File: src/rtl/mem_arbiter.sv
// Byte-serial memory port shared by instruction fetch and load/store buffer, one transaction at a time.
// Reads finish n+2 edges after grant, writes n edges (+1 per IO stall); rdy_in low freezes everything.
module mem_arbiter #(
  parameter logic [1:0] IO_SEL = 2'b11
) (
  input  logic        clk_in,
  input  logic        rst_in,
  input  logic        rdy_in,
  input  logic        _clear,
  input  logic        _if_req,
  input  logic [31:0] _if_addr,
  output logic        _if_done,
  output logic [31:0] _if_data,
  input  logic        _lsb_req,
  input  logic        _lsb_we,
  input  logic [1:0]  _lsb_size,
  input  logic        _lsb_signed,
  input  logic [31:0] _lsb_addr,
  input  logic [31:0] _lsb_wdata,
  output logic        _lsb_done,
  output logic [31:0] _lsb_rdata,
  input  logic [7:0]  mem_din,
  output logic [7:0]  mem_dout,
  output logic [31:0] mem_a,
  output logic        mem_wr,
  input  logic        io_buffer_full
);

  typedef enum logic [1:0] {IDLE, READ, WRITE, DONE} state_t;

  state_t      state_q, state_d;
  logic        owner_lsb_q, owner_lsb_d;
  logic        last_lsb_q, last_lsb_d;
  logic [31:0] addr_q, addr_d;
  logic [2:0]  len_q, len_d;
  logic        sgn_q, sgn_d;
  logic [31:0] wdata_q, wdata_d;
  logic [2:0]  cnt_q, cnt_d;
  logic [31:0] rbuf_q, rbuf_d;
  logic [7:0]  hold_q;
  logic        hold_vld_q;
  logic        if_done_q, if_done_d;
  logic [31:0] if_data_q, if_data_d;
  logic        lsb_done_q, lsb_done_d;
  logic [31:0] lsb_rdata_q, lsb_rdata_d;
  logic [31:0] mem_a_q, mem_a_d;
  logic [7:0]  mem_dout_q, mem_dout_d;
  logic        mem_wr_q, mem_wr_d;

  logic        grant_lsb, grant_stall, io_stall;
  logic [31:0] sel_addr, res;
  logic [2:0]  req_len, cnt_nx;
  logic [1:0]  idx;
  logic [7:0]  din_byte;

  assign grant_lsb   = _lsb_req && (!_if_req || !last_lsb_q);
  assign sel_addr    = grant_lsb ? _lsb_addr : _if_addr;
  assign req_len     = !grant_lsb ? 3'd4 :
                       (_lsb_size == 2'd0) ? 3'd1 :
                       (_lsb_size == 2'd1) ? 3'd2 : 3'd4;
  assign grant_stall = (sel_addr[17:16] == IO_SEL) && io_buffer_full;
  assign io_stall    = (addr_q[17:16] == IO_SEL) && io_buffer_full;
  assign cnt_nx      = cnt_q + 3'd1;
  assign idx         = cnt_q[1:0] - 2'd1;
  // The RAM keeps clocking while rdy_in is low, so the byte due at the first
  // frozen edge is parked in hold_q and consumed on the resume edge.
  assign din_byte    = hold_vld_q ? hold_q : mem_din;

  function automatic logic [31:0] extend(input logic [31:0] w, input logic [2:0] n,
                                         input logic sgn);
    case (n)
      3'd1:    extend = {{24{sgn & w[7]}}, w[7:0]};
      3'd2:    extend = {{16{sgn & w[15]}}, w[15:0]};
      default: extend = w;
    endcase
  endfunction

  always_comb begin
    state_d     = state_q;
    owner_lsb_d = owner_lsb_q;
    last_lsb_d  = last_lsb_q;
    addr_d      = addr_q;
    len_d       = len_q;
    sgn_d       = sgn_q;
    wdata_d     = wdata_q;
    cnt_d       = cnt_q;
    rbuf_d      = rbuf_q;
    if_done_d   = 1'b0;
    if_data_d   = if_data_q;
    lsb_done_d  = 1'b0;
    lsb_rdata_d = lsb_rdata_q;
    mem_a_d     = mem_a_q;
    mem_dout_d  = mem_dout_q;
    mem_wr_d    = 1'b0;
    res         = '0;
    case (state_q)
      IDLE: begin
        if (!_clear && (_if_req || _lsb_req)) begin
          owner_lsb_d = grant_lsb;
          last_lsb_d  = grant_lsb;
          addr_d      = sel_addr;
          len_d       = req_len;
          sgn_d       = grant_lsb & _lsb_signed;
          wdata_d     = _lsb_wdata;
          cnt_d       = 3'd0;
          rbuf_d      = '0;
          mem_a_d     = sel_addr;
          if (grant_lsb && _lsb_we) begin
            state_d    = WRITE;
            mem_dout_d = _lsb_wdata[7:0];
            mem_wr_d   = !grant_stall;
          end else begin
            state_d = READ;
          end
        end
      end
      READ: begin
        if (_clear) begin
          state_d = IDLE;
          cnt_d   = 3'd0;
        end else begin
          if (cnt_nx < len_q) mem_a_d = addr_q + {29'd0, cnt_nx};
          // Capture lags the address by two edges: byte cnt-1 arrives now.
          if (cnt_q != 3'd0) rbuf_d[{idx, 3'b000} +: 8] = din_byte;
          if (cnt_q == len_q) begin
            state_d = DONE;
            res     = extend(rbuf_d, len_q, sgn_q);
            if (owner_lsb_q) begin
              lsb_rdata_d = res;
              lsb_done_d  = 1'b1;
            end else begin
              if_data_d = res;
              if_done_d = 1'b1;
            end
          end
          cnt_d = cnt_nx;
        end
      end
      WRITE: begin
        if (mem_wr_q && (cnt_q == len_q - 3'd1)) begin
          state_d    = DONE;
          lsb_done_d = 1'b1;
        end else if (mem_wr_q) begin
          cnt_d      = cnt_nx;
          mem_a_d    = addr_q + {29'd0, cnt_nx};
          mem_dout_d = wdata_q[{cnt_nx[1:0], 3'b000} +: 8];
          mem_wr_d   = !io_stall;
        end else begin
          mem_wr_d = !io_stall;
        end
      end
      DONE: state_d = IDLE;
      default: state_d = IDLE;
    endcase
  end

  always_ff @(posedge clk_in or negedge rst_in) begin
    if (!rst_in) begin
      state_q     <= IDLE;
      owner_lsb_q <= 1'b0;
      last_lsb_q  <= 1'b0;
      addr_q      <= '0;
      len_q       <= '0;
      sgn_q       <= 1'b0;
      wdata_q     <= '0;
      cnt_q       <= '0;
      rbuf_q      <= '0;
      hold_q      <= '0;
      hold_vld_q  <= 1'b0;
      if_done_q   <= 1'b0;
      if_data_q   <= '0;
      lsb_done_q  <= 1'b0;
      lsb_rdata_q <= '0;
      mem_a_q     <= '0;
      mem_dout_q  <= '0;
      mem_wr_q    <= 1'b0;
    end else if (rdy_in) begin
      state_q     <= state_d;
      owner_lsb_q <= owner_lsb_d;
      last_lsb_q  <= last_lsb_d;
      addr_q      <= addr_d;
      len_q       <= len_d;
      sgn_q       <= sgn_d;
      wdata_q     <= wdata_d;
      cnt_q       <= cnt_d;
      rbuf_q      <= rbuf_d;
      hold_vld_q  <= 1'b0;
      if_done_q   <= if_done_d;
      if_data_q   <= if_data_d;
      lsb_done_q  <= lsb_done_d;
      lsb_rdata_q <= lsb_rdata_d;
      mem_a_q     <= mem_a_d;
      mem_dout_q  <= mem_dout_d;
      mem_wr_q    <= mem_wr_d;
    end else if (!hold_vld_q) begin
      hold_q     <= mem_din;
      hold_vld_q <= 1'b1;
    end
  end

  assign _if_done   = if_done_q;
  assign _if_data   = if_data_q;
  assign _lsb_done  = lsb_done_q;
  assign _lsb_rdata = lsb_rdata_q;
  assign mem_a      = mem_a_q;
  assign mem_dout   = mem_dout_q;
  assign mem_wr     = mem_wr_q & rdy_in;

endmodule

File: config.mk
export PLATFORM = sky130hd
export DESIGN_NAME = mem_arbiter
export DESIGN_NICKNAME = d
export VERILOG_FILES = /design/src/rtl/mem_arbiter.sv
export SDC_FILE = /design/constraint.sdc
export NUM_CORES = 1
export LEC_CHECK = 0
export ABC_AREA = 1
export CAP_MARGIN = 20
export CORE_MARGIN = 4
export CORE_UTILIZATION = 47
export CTS_CLUSTER_SIZE = 10
export DETAILED_ROUTE_END_ITERATION = 7
export PLACE_DENSITY = 0.71
export SYNTH_ARGS = -nofsm -noshare
export SYNTH_HDL_FRONTEND = slang
export SYNTH_SLANG_ARGS = --single-unit
File: constraint.sdc
create_clock -name clk_in -period 8.8 [get_ports clk_in]
set_clock_uncertainty 0.2 [all_clocks]
set_input_delay 2.2 -clock clk_in [delete_from_list [all_inputs] [get_ports clk_in]]
set_output_delay 2.2 -clock clk_in [all_outputs]
set_load 0.005 [all_outputs]
Word-level counts from Yosys, hierarchy flattened
Index checks and enable logic that the tools add are counted.

word-level totals
  bits in registers = 222
  input bits = 115
  output and inout bits = 107
  word-level logic and storage cells = 126

operators by class
  add/sub/neg operators = 5
  order comparisons = 1
  eq/ne operators = 18
  shifts and indexed selects = 3
  muxes and demuxes = 49
  bitwise gates (word level) = 6
  reductions and logical operators = 27

operators with widths
  cell                                                  count
  2-to-1 mux 32 bit                                     11
  case mux 32 bit (2 select lines)                      2
  case mux 32 bit (3 select lines)                      1
  2-to-1 mux 8 bit                                      5
  adder 32 x 3 -> 32 bit                                1
  bitwise mux 32 bit                                    1
  variable shift 8 x 7 -> 32 bit, first input constant  1
  variable part select 32 x 6 -> 8 bit                  1
  variable part select 8 x 7 -> 32 bit                  1
  2-to-1 mux 3 bit                                      7
  case mux 8 bit (2 select lines)                       1
  AND reduction 5 bit                                   3
  inequality test 2 bit, second input constant          7
  2-to-1 mux 1 bit                                      12
  2-to-1 mux 2 bit                                      5
  case mux 3 bit (3 select lines)                       1
  == test 2 bit, second input constant                  4
  case mux 2 bit (4 select lines)                       1
  AND reduction 4 bit                                   2
  negation 5 -> 7 bit                                   1
  AND reduction 7 bit                                   1
  == test 3 bit                                         2
  logical AND 1 bit                                     6
  AND reduction 6 bit                                   1
  other kinds (17)                                      31

Longest topological paths before layout
Gate-level depths: netlist of the first run.

  word-level depth = 10
  depth in mapped cells = 17
  mapped depth without buffers = 15

Least setup slack after synthesis of the first run
OpenSTA, ideal clock, no wires.

  path kind = in2out
  start point = input rdy_in
  end point = output mem_wr
  arrival time = 2.586 ns
  path slack = 3.814 ns
  stages on the path = 3
  buffers on the path = 1
  cells stage by stage = clkbuf_1 nand2_1 inv_1

on the way
  cells in the longest elaborated chain, start to end = 1

RTL lines
  item               RTL line  text
  from (decl)        8         input logic rdy_in,
  bitwise AND 1 bit  207       assign mem_wr = mem_wr_q & rdy_in;
  to (decl)          25        output logic mem_wr,

Every way passes these cells.

Final worst setup path of the first run
Same ends and word-level chain as after synthesis.

==> results of run 1 <==
## cells in the mapped netlist, drive strengths merged, types with 2 or more instances
library cell / number / area (um2)
a21oi: 25 / 125
a22oi: 7 / 52.6
a31oi: 14 / 87.6
buf: 31 / 198
clkbuf: 36 / 135
clkinv: 2 / 7.51
dfrtp: 222 / 5560
ha: 18 / 225
inv: 118 / 443
mux2i: 17 / 170
nand2: 655 / 2500
nand3: 112 / 616
nand3b: 3 / 22.5
nand4: 7 / 50.1
nor2: 96 / 392
nor3: 2 / 15.0
o21ai: 139 / 699
o21bai: 2 / 15.0
o22ai: 26 / 163
## logic make-up after synthesis
kind of cell,share of synthesized area [%]
simple gates,31.2
flops,48.2
mux,1.47
xor+xnor,0.152
compound gates,10.1
buf+inv,6.79
fa+ha+maj,2.13
## worst max-delay path, cell delays in order
cell and delay, ns:
clkdlybuf4s50_1 0.86, nand2_1 0.14, inv_1 0.09, clkdlybuf4s50_1 0.49
## through the flow
| stage | hold WS [ns] | cell area (um2) |
|---|---|---|
| 2_1_floorplan | 0.244 | 11500 |
| 3_3_place_gp | 0.258 | 13900 |
| 3_5_place_dp | 0.260 | 13900 |
| 4_1_cts | 0.277 | 14700 |
| 5_1_grt | 0.294 | 14700 |
| 6_report | 0.274 | 14700 |
## area by class of cell
cell class / instances / area share [%]
flip-flops and latches: 222 / 37.7
clock buffers: 32 / 4.78
repair buffers: 235 / 16.0
well taps: 324 / 2.75
inverters: 120 / 3.06
multi-input cells: 1130 / 35.3
clock inverters: 3 / 0.323
## cell usage in the layout (no fill, tap or decap), drive strengths merged
cell,Yosys,final
nand3,112,112
o21bai,2,2
clkinv,2,2
nor3,2,2
o21ai,139,139
ha,18,18
nand4,7,7
a31oi,14,14
a21boi,1,1
inv,118,120
clkbuf,36,32
fa,1,1
o21a,1,1
buf,31,15
a21oi,25,25
mux2i,17,17
o22ai,26,26
nand3b,3,3
dfrtp,222,222
nand2,655,655
clkdlybuf4s50,0,220
xnor2,1,1
a22oi,7,7
o211ai,1,1
bufinv,0,1
nor2,96,96
or2,1,1
xor2,1,1
## per-layer routing
layer / routed length (um) / part of all wire [%] / up-vias / track usage, %
met2: 15400 / 46 / 372 / 39.8
met4: 646 / 1.9 / 8 / 5.18
li1: - / - / 5301 / -
met1: 14900 / 45 / 5045 / 35.2
met5: 44 / 0.13 / - / 0
met3: 2400 / 7.2 / 54 / 4.19
## flip-flops by register name (all words and copies together) (netlist names), 2 cells and up
register,count
_lsb_rdata,32
rbuf_q,32
addr_q,32
_if_data,32
wdata_q,32
state_q,2
len_q,3
mem_dout,8
hold_q,8
mem_a,32
cnt_q,3
## worst max path at each step
stage / from / end / slack (ns) / depth (start not counted)
finish: rdy_in / mem_wr / 2.61 / 4
global placement: rdy_in / mem_wr / 2.66 / 4
global route: rdy_in / mem_wr / 2.55 / 4
detailed placement: rdy_in / mem_wr / 2.62 / 4
floorplan: rdy_in / mem_wr / 3.81 / 3
CTS: rdy_in / mem_wr / 2.62 / 4
## power groups by stage
stage | sequential [uW] | combinational [uW] | clock [uW]
global placement | 1580 | 1640 | 0
floorplan | 1530 | 1040 | 0
global route | 1620 | 1930 | 1050
finish | 1580 | 1700 | 992
CTS | 1580 | 1680 | 1010
detailed placement | 1590 | 1670 | 0
==> run metrics, run 1 <==
CTS tree=built; Setup TNS=0 ns; Slew @ Worst Pin=just over 0.9 ns; startpoint types=primary input; layout cells sized above 1=approximately 4.6%; Netlist cell types=39; worst-path fanout max=15; diode count=0; ys async rst share=100%; Worst Path Arrival=between 3 and 4 ns; Sw Ratio=38.6%; hold path startpoint=hold_q[7]; row count=57; reg2reg path depth=14; Avg WL per Cell=16.2 um; hold buffer count at CTS=0; DRT Wirelength=around 33 mm; Top Ports=~220; Finished Layout Cells=between 2000 and 2500; leak pwr=between 0.007 and 0.008 uW; Design Power=around 4300 uW; Syn Area/Cell=7.50 um2; via count=10780; GRT overflow=0; Gate power share=roughly 40%; Tcrit/Tclk final=a little over two thirds; hold crit path type=flip-flop to flip-flop; CTS buffer count=27; post-synthesis sequential area ratio=between 40% and 50%; WP data required=about 6.4 ns; Cells after DPL=a little over 2000; CTS root buf=clkbuf_16; synth warn=0; Hold EP=hold_q[7]; clock tree buffer depth=3; relative slew slack=approximately two fifths; fin util=a little over 60%; final setup vio count=0; outcome=finished, final reports clean; drt pass-1 iters=5; post-place setup slack=2.62 ns; Worst-Skew Late Latency=0.53 ns; DR vias/cell=roughly 5.2; Setup crit end kind=output port; post-synthesis cell count=~1500; CTS Sinks=about 220; Area Overhead vs Synth=27.6%; Flop pwr share=37.1%; drt drc=0; detailed placement HPWL=between 20 and 25 mm; Core ar.=about 0.024 mm2; vias in the first global route=approximately 10000; VDD IR max=151 uV; max_cap viols=0; Internal=between 2000 and 3000 uW; Post-synth EDFFs=0; Sequential cell area=between 0.005 and 0.006 mm2; Antenna Violating Nets Remaining=0; worst r2r dst=mem_a[30]; Worst Setup Path Type=primary input to output port; Net Sw Power=1650 uW; PwrDens=roughly 290 mW/mm2; clk slew on worst S/H paths=~0.05 ns; post-CTS sizing=0; RSZ-0062 raised after global routing=false; final hold viol count=0; Max Slew Vio Count=0; RD Place Congestion=~0.92; Layout Nets=1870; mapped cell area=about 0.012 mm2; Die H=165 um; port buffer count=~220; minimum clock period=6.19 ns; FMAX=approximately 0.16 GHz; antenna violations before repair=4; die area=0.0271 mm2; H-tree levels=1; filler instances=about 2200; syn nets=1673; first-pass GRT wire length=54.0 mm; clock share of power=a little under a quarter; largest net degree at the start of global routing=93; Post-synth top flop=dfrtp_1; Setup Buffers After CTS=0; worst r2r src=cnt_q[0]; Synth Register Bits=between 200 and 250; area of the multi-input gates=roughly 0.0052 mm2; final setup margin=about 2.6 ns; Initial Util=between 40% and 50%; Total GRT Usage=about a quarter; Die Wd=about 160 um; R2R Setup Slk=4.19 ns; WHS Path Cells=2; initial DRC count=955
Power figures use the tool's default switching activity.
==> run 2: changes to the inputs <==
==> constraint.sdc (replaced) <==
create_clock -name clk_in -period 5.75 [get_ports clk_in]
set_clock_uncertainty 0.2 [all_clocks]
set_input_delay 1.4375 -clock clk_in [delete_from_list [all_inputs] [get_ports clk_in]]
set_output_delay 1.4375 -clock clk_in [all_outputs]
set_load 0.005 [all_outputs]
==> run 2 against run 1 <==
Effect of this change: final area shrank 0.14%; highest routed layer unchanged; sequential power increased by 54%; critical path type unchanged; clock-buffer cell count stayed put.
==> run metrics, run 2 (synthesized netlist as in run 1, its figures left out) <==
PwrDens=roughly 440 mW/mm2; Worst Path Arrival=between 2 and 3 ns; DR vias/cell=between 5 and 6; minimum clock period=about 4.4 ns; Layout Nets=about 1900; Total GRT Usage=25.0%; vias in the first global route=10615; commonest cells after routing, fill and taps aside=nand2_1, dfrtp_1, clkdlybuf4s50_1; GRT overflow=0; Worst Setup Path Type=primary input to output port; DP Area=~0.014 mm2; Setup TNS=0 ns; Initial Util=between 40% and 50%; Setup Buffers After CTS=0; final setup margin=between 1 and 1.5 ns; Area Overhead vs Synth=27.4%; CTS root buf=clkbuf_16; port buffer count=221; RD Place Congestion=0.928; detailed placement HPWL=24.1 mm; clk slew on worst S/H paths=~0.060 ns; CTS buffer count=26; Avg WL per Cell=between 15 and 20 um; CTS tree=built; antenna violations before repair=3; Top Ports=222; Antenna Violating Nets Remaining=0; final hold viol count=0; Die Wd=roughly 160 um; post-CTS sizing=0; drt drc=0; FMAX=~0.23 GHz; max_cap viols=0; layout cells sized above 1=4.66%; Design Area, Final=~0.015 mm2; worst-path fanout max=15; Die H=165 um; startpoint types=primary input; H-tree levels=1; Core ar.=around 0.024 mm2; initial DRC count=about 870; WP data required=just over 4 ns; Max Slew Vio Count=0; filler instances=2181; die area=~0.027 mm2; drt pass-1 iters=5; largest net degree at the start of global routing=120; CTS Sinks=between 200 and 250; Worst-Skew Late Latency=~0.52 ns; DRT Wirelength=between 30 and 40 mm; final setup vio count=0; VDD IR max=approximately 240 uV; hold crit path type=flip-flop to flip-flop; via count=~11000; post-place setup slack=around 1.3 ns; fin util=60.6%; clock tree buffer depth=3; row count=between 50 and 60; first-pass GRT wire length=~55 mm; relative slew slack=between 20 and 30%; diode count=0; Setup crit end kind=output port; outcome=finished, final reports clean; RSZ-0062 raised after global routing=false; Tcrit/Tclk final=77.1%; Slew @ Worst Pin=around 1.1 ns; leak pwr=roughly 0.0073 uW; hold buffer count at CTS=0; most common cell after layout, fill and taps aside=nand2_1
## run 2: cell type report
cell class,instances,area [um2],share of cell area (%)
timing repair buffer,236,2360,16.1
inverter,120,450,3.06
sequential,222,5560,37.8
tap,324,405,2.76
clock buffer,32,724,4.93
multi-input combinational,1130,5200,35.4
## run 2: layer usage
metal	track usage [%]	routed length, um
met4	6.88	907
met2	39.6	15300
met5	0	29
met3	3.97	2360
met1	35.8	15300
## run 2: path summary, 6_finish.rpt
| path | from | to | slack, ns | cells past startpoint |
|---|---|---|---|---|
| max | rdy_in | mem_wr | 1.32 | 5 |
| min | hold_q[3] | hold_q[3] | 0.27 | 2 |
| max reg2reg | cnt_q[1] | mem_a[30] | 1.94 | 14 |
| min reg2reg | hold_q[3] | hold_q[3] | 0.27 | 2 |
| max in group asynchronous | rst_in | wdata_q[30] | 3.53 | 2 |
| min in group asynchronous | rst_in | rbuf_q[1] | 0.74 | 1 |
## run 2: worst max-delay path, stage by stage
cell	delay [ns]
clkdlybuf4s50_1	0.47
buf_4	0.22
nand2_1	0.08
inv_1	0.08
clkdlybuf4s50_1	0.50
## run 2: through the flow
step           hold WS (ns)  power (uW)  std cells
3_3_place_gp          0.257        4940       2031
2_1_floorplan         0.244        3940       1539
6_report              0.274        6520       2064
5_1_grt               0.287        7010       2064
4_1_cts               0.275        6500       2063
3_5_place_dp          0.260        5010       2031
## run 2: report_power, final
group	leakage, uW	switching, uW	internal, uW	total [uW]
clock	0.000357	608	864	1470
combinational	0.00401	1560	1060	2620
sequential	0.00290	370	2060	2430
total	0.00726	2540	3980	6520
